File: config.mk
export PLATFORM = sky130hd
export DESIGN_NAME = xbar_scheduler_flat
export DESIGN_NICKNAME = d
export VERILOG_FILES = /design/src/rtl/xbar_scheduler_if.sv /design/src/rtl/xbar_scheduler.sv /design/src/flat_wrapper.sv
export SDC_FILE = /design/constraint.sdc
export NUM_CORES = 1
export LEC_CHECK = 0
export ABC_CLOCK_PERIOD_IN_PS = 1130
export BUFFER_PORTS_ARGS = -buffer_cell sky130_fd_sc_hd__buf_2
export CAP_MARGIN = 20
export CORE_UTILIZATION = 37
export DETAILED_ROUTE_END_ITERATION = 8
export PLACE_DENSITY = 0.75
export SETUP_SLACK_MARGIN = 0.2
export SLEW_MARGIN = 10
export SYNTH_ARGS = -nofsm -noshare
export SYNTH_HDL_FRONTEND = slang
export SYNTH_SLANG_ARGS = --single-unit
export TNS_END_PERCENT = 10
File: constraint.sdc
create_clock -name clk -period 1.13 [get_ports clk]
set_input_delay 0.0565 -clock clk [delete_from_list [all_inputs] [get_ports clk]]
set_output_delay 0.0565 -clock clk [all_outputs]
set_load 0.005 [all_outputs]
File: src/rtl/xbar_scheduler_if.sv
// xbar_scheduler_if: request, crossbar-control and burst-tracking signals
// shared between the connection scheduler (master) and the requesters plus
// crossbar datapath (slave).
interface xbar_scheduler_if #(
    parameter int N_INPUTS          = 2,
    parameter int N_OUTPUTS         = 2,
    parameter int CONTROL_BIT_WIDTH = 42
);
    localparam int DW = $clog2(N_OUTPUTS);

    logic [N_INPUTS-1:0]          req_val;
    logic [DW-1:0]                req_dest [N_INPUTS];
    logic [N_INPUTS-1:0]          grant;
    logic [CONTROL_BIT_WIDTH-1:0] control;
    logic                         control_val;
    logic                         control_rdy;
    logic                         xfer;
    logic                         xfer_last;
    logic                         busy;
    logic                         timeout_err;

    modport master (
        input  req_val, req_dest, control_rdy, xfer, xfer_last,
        output grant, control, control_val, busy, timeout_err
    );

    modport slave (
        output req_val, req_dest, control_rdy, xfer, xfer_last,
        input  grant, control, control_val, busy, timeout_err
    );
endinterface

File: src/rtl/xbar_scheduler.sv
// xbar_scheduler: round-robin connection scheduler for a blocking crossbar.
// Picks one requester, sends its {input, output} control word over a
// val/rdy handshake, holds the grant for one burst of beats and then
// releases and re-arbitrates starting after the last winner.
// Optional idle-beat watchdog: define XBAR_SCHED_WATCHDOG_EN.
module xbar_scheduler #(
    parameter int N_INPUTS          = 2,
    parameter int N_OUTPUTS         = 2,
    parameter int CONTROL_BIT_WIDTH = 42,
    parameter int BURST_LEN         = 4,
    parameter int TIMEOUT           = 16
) (
    input logic             clk,
    input logic             reset,
    xbar_scheduler_if.master bus
);
    localparam int IW  = $clog2(N_INPUTS);
    localparam int OW  = $clog2(N_OUTPUTS);
    localparam int CBW = CONTROL_BIT_WIDTH;
    localparam int BW  = $clog2(BURST_LEN + 1);

    // Elaboration-time sanity checks on the configuration
    if (N_INPUTS < 2)       begin : g_bad_inputs  $error("N_INPUTS must be >= 2");  end
    if (N_OUTPUTS < 2)      begin : g_bad_outputs $error("N_OUTPUTS must be >= 2"); end
    if (BURST_LEN < 1)      begin : g_bad_burst   $error("BURST_LEN must be >= 1"); end
    if (TIMEOUT < 1)        begin : g_bad_timeout $error("TIMEOUT must be >= 1");   end
    if (CBW < IW + OW)      begin : g_bad_cbw     $error("CONTROL_BIT_WIDTH too narrow"); end

    typedef enum logic [1:0] {
        IDLE   = 2'd0,
        CONFIG = 2'd1,
        ACTIVE = 2'd2
    } state_t;

    state_t          state_q,       state_d;
    logic [IW-1:0]   rr_ptr_q,      rr_ptr_d;
    logic [IW-1:0]   winner_q,      winner_d;
    logic [BW-1:0]   beat_cnt_q,    beat_cnt_d;
    logic [N_INPUTS-1:0] grant_q,   grant_d;
    logic [CBW-1:0]  control_q,     control_d;

    logic [N_INPUTS-1:0] elig;
    logic            any_elig;
    logic [IW-1:0]   pick;
    logic [IW-1:0]   scan_idx;
    int              scan_pos;
    logic [CBW-1:0]  ctrl_word;
    logic [IW-1:0]   next_ptr;
    logic            burst_done;
    logic            wd_fire;

`ifdef XBAR_SCHED_WATCHDOG_EN
    localparam int TW = $clog2(TIMEOUT + 1);
    logic [TW-1:0]   idle_cnt_q,    idle_cnt_d;
    logic            timeout_err_q, timeout_err_d;
`endif

    // A request is eligible only when its destination names a real output;
    // with a power-of-two output count every encodable destination is real.
    for (genvar gi = 0; gi < N_INPUTS; gi++) begin : g_elig
        if ((1 << OW) == N_OUTPUTS) begin : g_full
            assign elig[gi] = bus.req_val[gi];
        end else begin : g_masked
            assign elig[gi] = bus.req_val[gi] & (bus.req_dest[gi] < OW'(N_OUTPUTS));
        end
    end

    // Round-robin scan: first eligible requester at or after rr_ptr
    always_comb begin
        any_elig = 1'b0;
        pick     = '0;
        scan_pos = 0;
        scan_idx = '0;
        for (int k = 0; k < N_INPUTS; k++) begin
            scan_pos = int'(rr_ptr_q) + k;
            if (scan_pos >= N_INPUTS) begin
                scan_pos = scan_pos - N_INPUTS;
            end
            scan_idx = IW'(scan_pos);
            if (!any_elig && elig[scan_idx]) begin
                any_elig = 1'b1;
                pick     = scan_idx;
            end
        end
    end

    // Control word for the current pick: input select on top, output select below, zeros elsewhere
    always_comb begin
        ctrl_word                     = '0;
        ctrl_word[CBW-1 -: IW]        = pick;
        ctrl_word[CBW-IW-1 -: OW]     = bus.req_dest[pick];
    end

    // Pointer value after the current winner, wrapping at N_INPUTS
    always_comb begin
        next_ptr = winner_q + IW'(1);
        if (int'(winner_q) == N_INPUTS - 1) begin
            next_ptr = '0;
        end
    end

    // Next-state and output-register logic for IDLE -> CONFIG -> ACTIVE -> IDLE
    always_comb begin
        state_d    = state_q;
        rr_ptr_d   = rr_ptr_q;
        winner_d   = winner_q;
        beat_cnt_d = beat_cnt_q;
        grant_d    = grant_q;
        control_d  = control_q;
        burst_done = 1'b0;
        wd_fire    = 1'b0;
`ifdef XBAR_SCHED_WATCHDOG_EN
        idle_cnt_d    = idle_cnt_q;
        timeout_err_d = 1'b0;
`endif
        case (state_q)
            IDLE: begin
                if (any_elig) begin
                    state_d   = CONFIG;
                    winner_d  = pick;
                    control_d = ctrl_word;
                end
            end
            CONFIG: begin
                // control_val is high throughout CONFIG, so rdy completes the handshake
                if (bus.control_rdy) begin
                    state_d           = ACTIVE;
                    grant_d           = '0;
                    grant_d[winner_q] = 1'b1;
                    beat_cnt_d        = '0;
`ifdef XBAR_SCHED_WATCHDOG_EN
                    idle_cnt_d        = '0;
`endif
                end
            end
            ACTIVE: begin
                if (bus.xfer) begin
                    beat_cnt_d = beat_cnt_q + BW'(1);
                end
                burst_done = bus.xfer &&
                             (bus.xfer_last || (beat_cnt_q == BW'(BURST_LEN - 1)));
`ifdef XBAR_SCHED_WATCHDOG_EN
                idle_cnt_d = bus.xfer ? '0 : idle_cnt_q + TW'(1);
                wd_fire    = !bus.xfer && (idle_cnt_q == TW'(TIMEOUT - 1));
                timeout_err_d = wd_fire && !burst_done;
`endif
                if (burst_done || wd_fire) begin
                    state_d  = IDLE;
                    grant_d  = '0;
                    rr_ptr_d = next_ptr;
                end
            end
            default: begin
                state_d = IDLE;
                grant_d = '0;
            end
        endcase
    end

    // State and output registers with synchronous reset
    always_ff @(posedge clk) begin
        if (reset) begin
            state_q    <= IDLE;
            rr_ptr_q   <= '0;
            winner_q   <= '0;
            beat_cnt_q <= '0;
            grant_q    <= '0;
            control_q  <= '0;
`ifdef XBAR_SCHED_WATCHDOG_EN
            idle_cnt_q    <= '0;
            timeout_err_q <= 1'b0;
`endif
        end else begin
            state_q    <= state_d;
            rr_ptr_q   <= rr_ptr_d;
            winner_q   <= winner_d;
            beat_cnt_q <= beat_cnt_d;
            grant_q    <= grant_d;
            control_q  <= control_d;
`ifdef XBAR_SCHED_WATCHDOG_EN
            idle_cnt_q    <= idle_cnt_d;
            timeout_err_q <= timeout_err_d;
`endif
        end
    end

    assign bus.grant       = grant_q;
    assign bus.control     = control_q;
    assign bus.control_val = (state_q == CONFIG);
    assign bus.busy        = (state_q != IDLE);
`ifdef XBAR_SCHED_WATCHDOG_EN
    assign bus.timeout_err = timeout_err_q;
`else
    assign bus.timeout_err = 1'b0;
`endif

endmodule

File: src/flat_wrapper.sv
// flat-port wrapper written by rule: the top's interface ports become plain ports
module xbar_scheduler_flat 
#(
    parameter int N_INPUTS          = 2,
    parameter int N_OUTPUTS         = 2,
    parameter int CONTROL_BIT_WIDTH = 42,
    parameter int BURST_LEN         = 4,
    parameter int TIMEOUT           = 16
)
  (clk, reset, bus_req_val, bus_req_dest, bus_control_rdy, bus_xfer, bus_xfer_last, bus_grant, bus_control, bus_control_val, bus_busy, bus_timeout_err);
  xbar_scheduler_if #(.N_INPUTS(N_INPUTS), .N_OUTPUTS(N_OUTPUTS), .CONTROL_BIT_WIDTH(CONTROL_BIT_WIDTH)) bus_i ();
  input logic clk;
  input logic reset;
  input wire logic [$bits(bus_i.req_val)-1:0] bus_req_val;
  input wire logic [$bits(bus_i.req_dest)-1:0] bus_req_dest;
  input wire logic [$bits(bus_i.control_rdy)-1:0] bus_control_rdy;
  input wire logic [$bits(bus_i.xfer)-1:0] bus_xfer;
  input wire logic [$bits(bus_i.xfer_last)-1:0] bus_xfer_last;
  output wire logic [$bits(bus_i.grant)-1:0] bus_grant;
  output wire logic [$bits(bus_i.control)-1:0] bus_control;
  output wire logic [$bits(bus_i.control_val)-1:0] bus_control_val;
  output wire logic [$bits(bus_i.busy)-1:0] bus_busy;
  output wire logic [$bits(bus_i.timeout_err)-1:0] bus_timeout_err;
  assign bus_i.req_val = bus_req_val;
  assign bus_i.req_dest = {>>{bus_req_dest}};
  assign bus_i.control_rdy = bus_control_rdy;
  assign bus_i.xfer = bus_xfer;
  assign bus_i.xfer_last = bus_xfer_last;
  assign bus_grant = bus_i.grant;
  assign bus_control = bus_i.control;
  assign bus_control_val = bus_i.control_val;
  assign bus_busy = bus_i.busy;
  assign bus_timeout_err = bus_i.timeout_err;
  xbar_scheduler #(.N_INPUTS(N_INPUTS), .N_OUTPUTS(N_OUTPUTS), .CONTROL_BIT_WIDTH(CONTROL_BIT_WIDTH), .BURST_LEN(BURST_LEN), .TIMEOUT(TIMEOUT)) u_core (.clk(clk), .reset(reset), .bus(bus_i));
endmodule
### Word-level counts from Yosys, hierarchy flattened

Index checks and enable logic that the tools add are counted.

* flip-flop bits (word level): 11
* latch bits: 0
* bits in writable memories: 0
* bits in read-only memories: 0
* input bits: 9
* output and inout bits: 47
* memories: 0

* $add $sub $neg: 5
* multiply operators: 0
* div/mod/pow operators: 0
* magnitude comparators: 7
* equal/unequal tests: 7
* shift operators: 0
* muxes and demuxes: 25
* bitwise gates (word level): 2
* reduce and logical (&&, ||, !) cells: 13

Operator list (count)
* $mux 1: 15
* $pmux 2 s3: 2
* $reduce_and 3->1: 3
* $mux 2: 4
* $lt 1x2->1 const B: 3
* $mux 3: 2
* $pmux 3 s2: 1
* $ge 2x2->1 const B: 2
* $ne 2x1->1 const B: 2
* $ne 2x2->1 const B: 2
* $reduce_and 2->1: 2
* $reduce_bool 2->1: 2
* $add 3x1->3 const B: 1
* $eq 3x2->1 const B: 1
* $logic_and 1x1->1: 3
* $add 1x1->2 const B: 1
* $eq 2x1->1 const B: 1
* $eq 2x2->1 const B: 1
* $ge 1x2->1 const B: 1
* $logic_not 2->1: 1
* $not 1->2: 1
* $sub 1x1->1 const B: 2
* $add 1x1->1 const B: 1
* $demux 1 s1: 1
* other kinds (4): 4

### Longest topological paths before layout

* word-level depth: 12
* mapped depth: 5

### Least setup slack after synthesis

No wires, ideal clock.

* path type: register to register
* from: register u_core.beat_cnt_q[0]
* to: register u_core.beat_cnt_q[2]
* setup time: 71 ps
* arrival time: 1118 ps
* setup slack: -58 ps
* cell stages (with the launch flop): 5
* period minus slack after synthesis: 1188 ps
* path through: dfxtp_1 > ha_1 > ha_1 > or2_2 > a21oi_1

* longest elaborated chain between the ends: 3

Ends and longest elaborated chain
* start: declaration: RTL line xbar_scheduler.sv:38 `logic [BW-1:0] beat_cnt_q, beat_cnt_d;`
* start signal: assignment: RTL line xbar_scheduler.sv:177 `beat_cnt_q <= beat_cnt_d;`
* $add 3x1->3: RTL line xbar_scheduler.sv:138 `beat_cnt_d = beat_cnt_q + BW'(1);`
* $mux 3: RTL line xbar_scheduler.sv:137 `if (bus.xfer) begin`
* $pmux 3 s2: RTL line xbar_scheduler.sv:116 `case (state_q)`

No other way between the ends. The select of a mux whose other input is x is not followed.
A chain may end at the register's enable or synchronous reset.

### Final worst setup path

* from: register u_core.beat_cnt_q[0]
* to: register u_core.rr_ptr_q

* longest elaborated chain between the ends: 4

Ends and longest elaborated chain
* $eq 3x2->1: RTL line xbar_scheduler.sv:141 `(bus.xfer_last || (beat_cnt_q == BW'(BURST_LEN - 1)));`
* $logic_or 1x1->1: RTL line xbar_scheduler.sv:141
* $logic_and 1x1->1: RTL line xbar_scheduler.sv:140 `burst_done = bus.xfer &&`
* $reduce_and 2->1 (no source line)
* end signal: assignment: RTL line xbar_scheduler.sv:175 `rr_ptr_q <= rr_ptr_d;`
* end: declaration: RTL line xbar_scheduler.sv:36 `logic [IW-1:0] rr_ptr_q, rr_ptr_d;`

No other way between the ends.

==> results.md <==
* Setup TNS at -0.0184 ns
* Share of layout cells above drive strength 1 at 0.293
* CTS Buf Count at 3
* RD Place Congestion at 0.753
* Peak supply drop at 0.479 mV
* Chip Width at 49.2 um
* Fin crit period at 1.15 ns
* Outcome: complete, but fails checks
* CTS tree: yes
* Max Cap Viol at 0
* Total Wirelength at 1.27 mm
* Post-synth top area share at 0.382
* R2R Path Start: u_core.beat_cnt_q[0]
* DR pass1 iterations at 2
* CP endpoint: u_core.rr_ptr_q
* Sw frac at 0.295
* EDFF count, synth at 0
* Mapped Avg Cell Area at 8.18 um^2
* Residual DRC at 0
* Clk pin slew, worst setup/hold paths at 0.06 ns
* Clk pwr share at 0.292
* Power density over cell area at 969 nW/um^2
* Failing checks: setup timing
* Final WS setup at -0.0184 ns
* Top-count cell post-synth: buf_4
* Syn Inst Count at 101
* Core Area at 2020 um^2
* Post-synth top flop: dfxtp_1
* Synth cell types at 24
* DR WL met3 at 122 um
* Number of global-route vias before repair at 479
* Largest net degree at the start of global routing at 13
* Reg-to-reg endpoint: u_core.rr_ptr_q
* # rows at 16
* Worst Setup SP: u_core.beat_cnt_q[0]
* Antenna viol nets, final at 0
* DP Cell Count at 139
* Layout net count at 129
* Leak at 0.414 nW
* Fmax at 871 MHz
* Latest clock arrival within the worst-skew pair at 0.26 ns
* Synth warn at 0
* Combinational Power Share at 0.215
* Starting density of the core at 0.408
* Area growth from synthesis to final layout at 1.21%
* Post-Syn Area at 826 um^2
* RSZ-0062 raised after global routing: true
* Clock H-tree levels at 1
* Initial DRC count at 11
* Top Ports at 56
* Crit-path slowest cell: dfxtp_2
* Crit-path max cell delay at 0.36 ns
* Register-to-Register Path Depth at 5
* Vias/cell at 4.09
* Most area-consuming cells after synthesis: buf_4, dfxtp_1, a21oi_1, nand2b_1, o21ai_0
* DR WL met2 at 603 um
* Clk root buf: clkbuf_4
* Initial antenna violation count at 0
* Kind of critical path: reg -> reg
* Hold slack at 0.0849 ns
* Post-detail-place hpwl at 1.03 mm
* Finished Layout Cells at 143
* # setup viols final at 1
* Dpl ws at -0.0112 ns
* First-pass GRT wire length at 2.08 mm
* Clk buf depth at 2
* I/O Buffers at 14
* #FFs+latches synth at 10
* Cell-internal power at 0.571 mW
* Worst Setup End Kind: flop
* Die Footprint at 2420 um^2
* Top Metal Used: met4
* Hold Path Class: in -> reg
* Part of the Yosys area used for sequential elements at 0.242
* Slew Limit Fails at 0
* M1 wire length at 530 um
* Clk sinks at 10
* CP required at 1.33 ns
* Flop pwr share at 0.493
* Overall routing resource usage at 0.115
* Most used cell, CP: ha_4
* Crit path DAT at 1.35 ns
* Most frequent cells after synthesis: buf_4, dfxtp_1, a21oi_1
* Final hold vios at 0
* Routed wire per std cell at 8.88 um
* Setup crit start kind: flop
* Async SR Flop Fraction at 0
* Final clock skew at 0.00271 ns
* Post-synth top area cell: buf_4
* Inserted Diodes at 0
* R2R setup slack at -0.02 ns
* Vias after detailed routing at 585
* CP cell instances: ha_4 -> ha_4 -> nor2_2 -> or3_1 -> a21oi_2
* Final period utilization at 1.02
* P_sw at 0.239 mW
* GRT Residual Overflow at 0
* DIE HEIGHT at 49.2 um
* Crit Path Max Fanout at 3
[critical path: cells and delay by family (launching register included)]
kind	cells	cell delay (ns)
flip-flops	1	0.36
AND/OR/NAND/NOR	2	0.36
adder cells (fa/ha/maj)	2	0.26
AO/OA/AOI/OAI	1	0.12
[layer usage]
layer	vias to the layer above	GRT usage
met2	37	0.178
met4	0	0.0441
met5	-	0
met1	261	0.134
met3	3	0.0561
li1	284	-
[timing repair]
action | CTS | global route
endpoints found under the setup margin | 12 | 12
pin swaps | 0 | 1
buffers inserted | 1 | 0
hold buffers | 0 | 0
resized for setup | 6 | 4
gates cloned | 0 | 0
[power by group through the flow]
stage	Combinational, mW	Clock (mW)	Sequential [mW]
2_1_floorplan	0.220	0	0.396
3_3_place_gp	0.158	0	0.402
3_5_place_dp	0.162	0	0.403
4_1_cts	0.170	0.247	0.399
5_1_grt	0.198	0.271	0.403
6_report	0.174	0.237	0.399
[worst min path at each step]
stage,from,to,slack (ns),depth (start not counted)
2_1_floorplan,bus_req_val[1],u_core.bus.control[41],0.21,2
3_3_place_gp,bus_req_val[1],u_core.bus.control[41],0.36,3
3_5_place_dp,bus_req_val[1],u_core.bus.control[41],0.36,3
4_1_cts,bus_req_val[1],u_core.bus.control[41],0.08,3
5_1_grt,bus_req_val[1],u_core.bus.control[41],0.07,3
6_report,bus_req_val[1],u_core.bus.control[41],0.08,3
[stage by stage]
step	power [mW]	util	instance area (um^2)
floorplan	0.616	-	1010
global placement	0.559	0.389	787
detailed placement	0.565	0.389	787
CTS	0.816	0.412	832
global route	0.872	0.413	836
finish	0.809	0.413	836
[layout by cell type, fill, tap and decap left out, types with 2 or more instances in the layout]
master / synthesis / routed
a21oi_1: 7 / 6
buf_2: 0 / 14
buf_4: 42 / 2
clkbuf_4: 0 / 3
conb_1: 1 / 41
dfxtp_1: 10 / 6
dfxtp_2: 0 / 3
ha_4: 0 / 2
inv_1: 4 / 3
nand2b_1: 5 / 5
nand3_1: 3 / 3
nand3b_1: 2 / 2
nor2_1: 4 / 2
o21ai_0: 6 / 4
o21ai_1: 0 / 2
o32ai_1: 2 / 2
[logic make-up after synthesis]
logic type	share of synthesized area
buffers and inverters	0.418
flip-flops	0.242
other	0.00454
adder cells (fa/ha/maj)	0.0303
AND/OR/NAND/NOR	0.161
AO/OA/AOI/OAI	0.144
[cell type report]
type	instances	area (um^2)
clock buffer	3	22.5
fill	222	1190
inverter	4	15.0
multi-input combinational	83	472
sequential	10	208
tap	27	33.8
timing repair buffer	16	85.1
[sequential cells by signal, summed over array words and instances (netlist names)]
signal	count
u_core.bus.control	2
u_core.state_q	2
u_core.rr_ptr_q	1
u_core.beat_cnt_q	3
u_core.bus.grant	2
No activity file was read; power rests on OpenSTA's default activity.
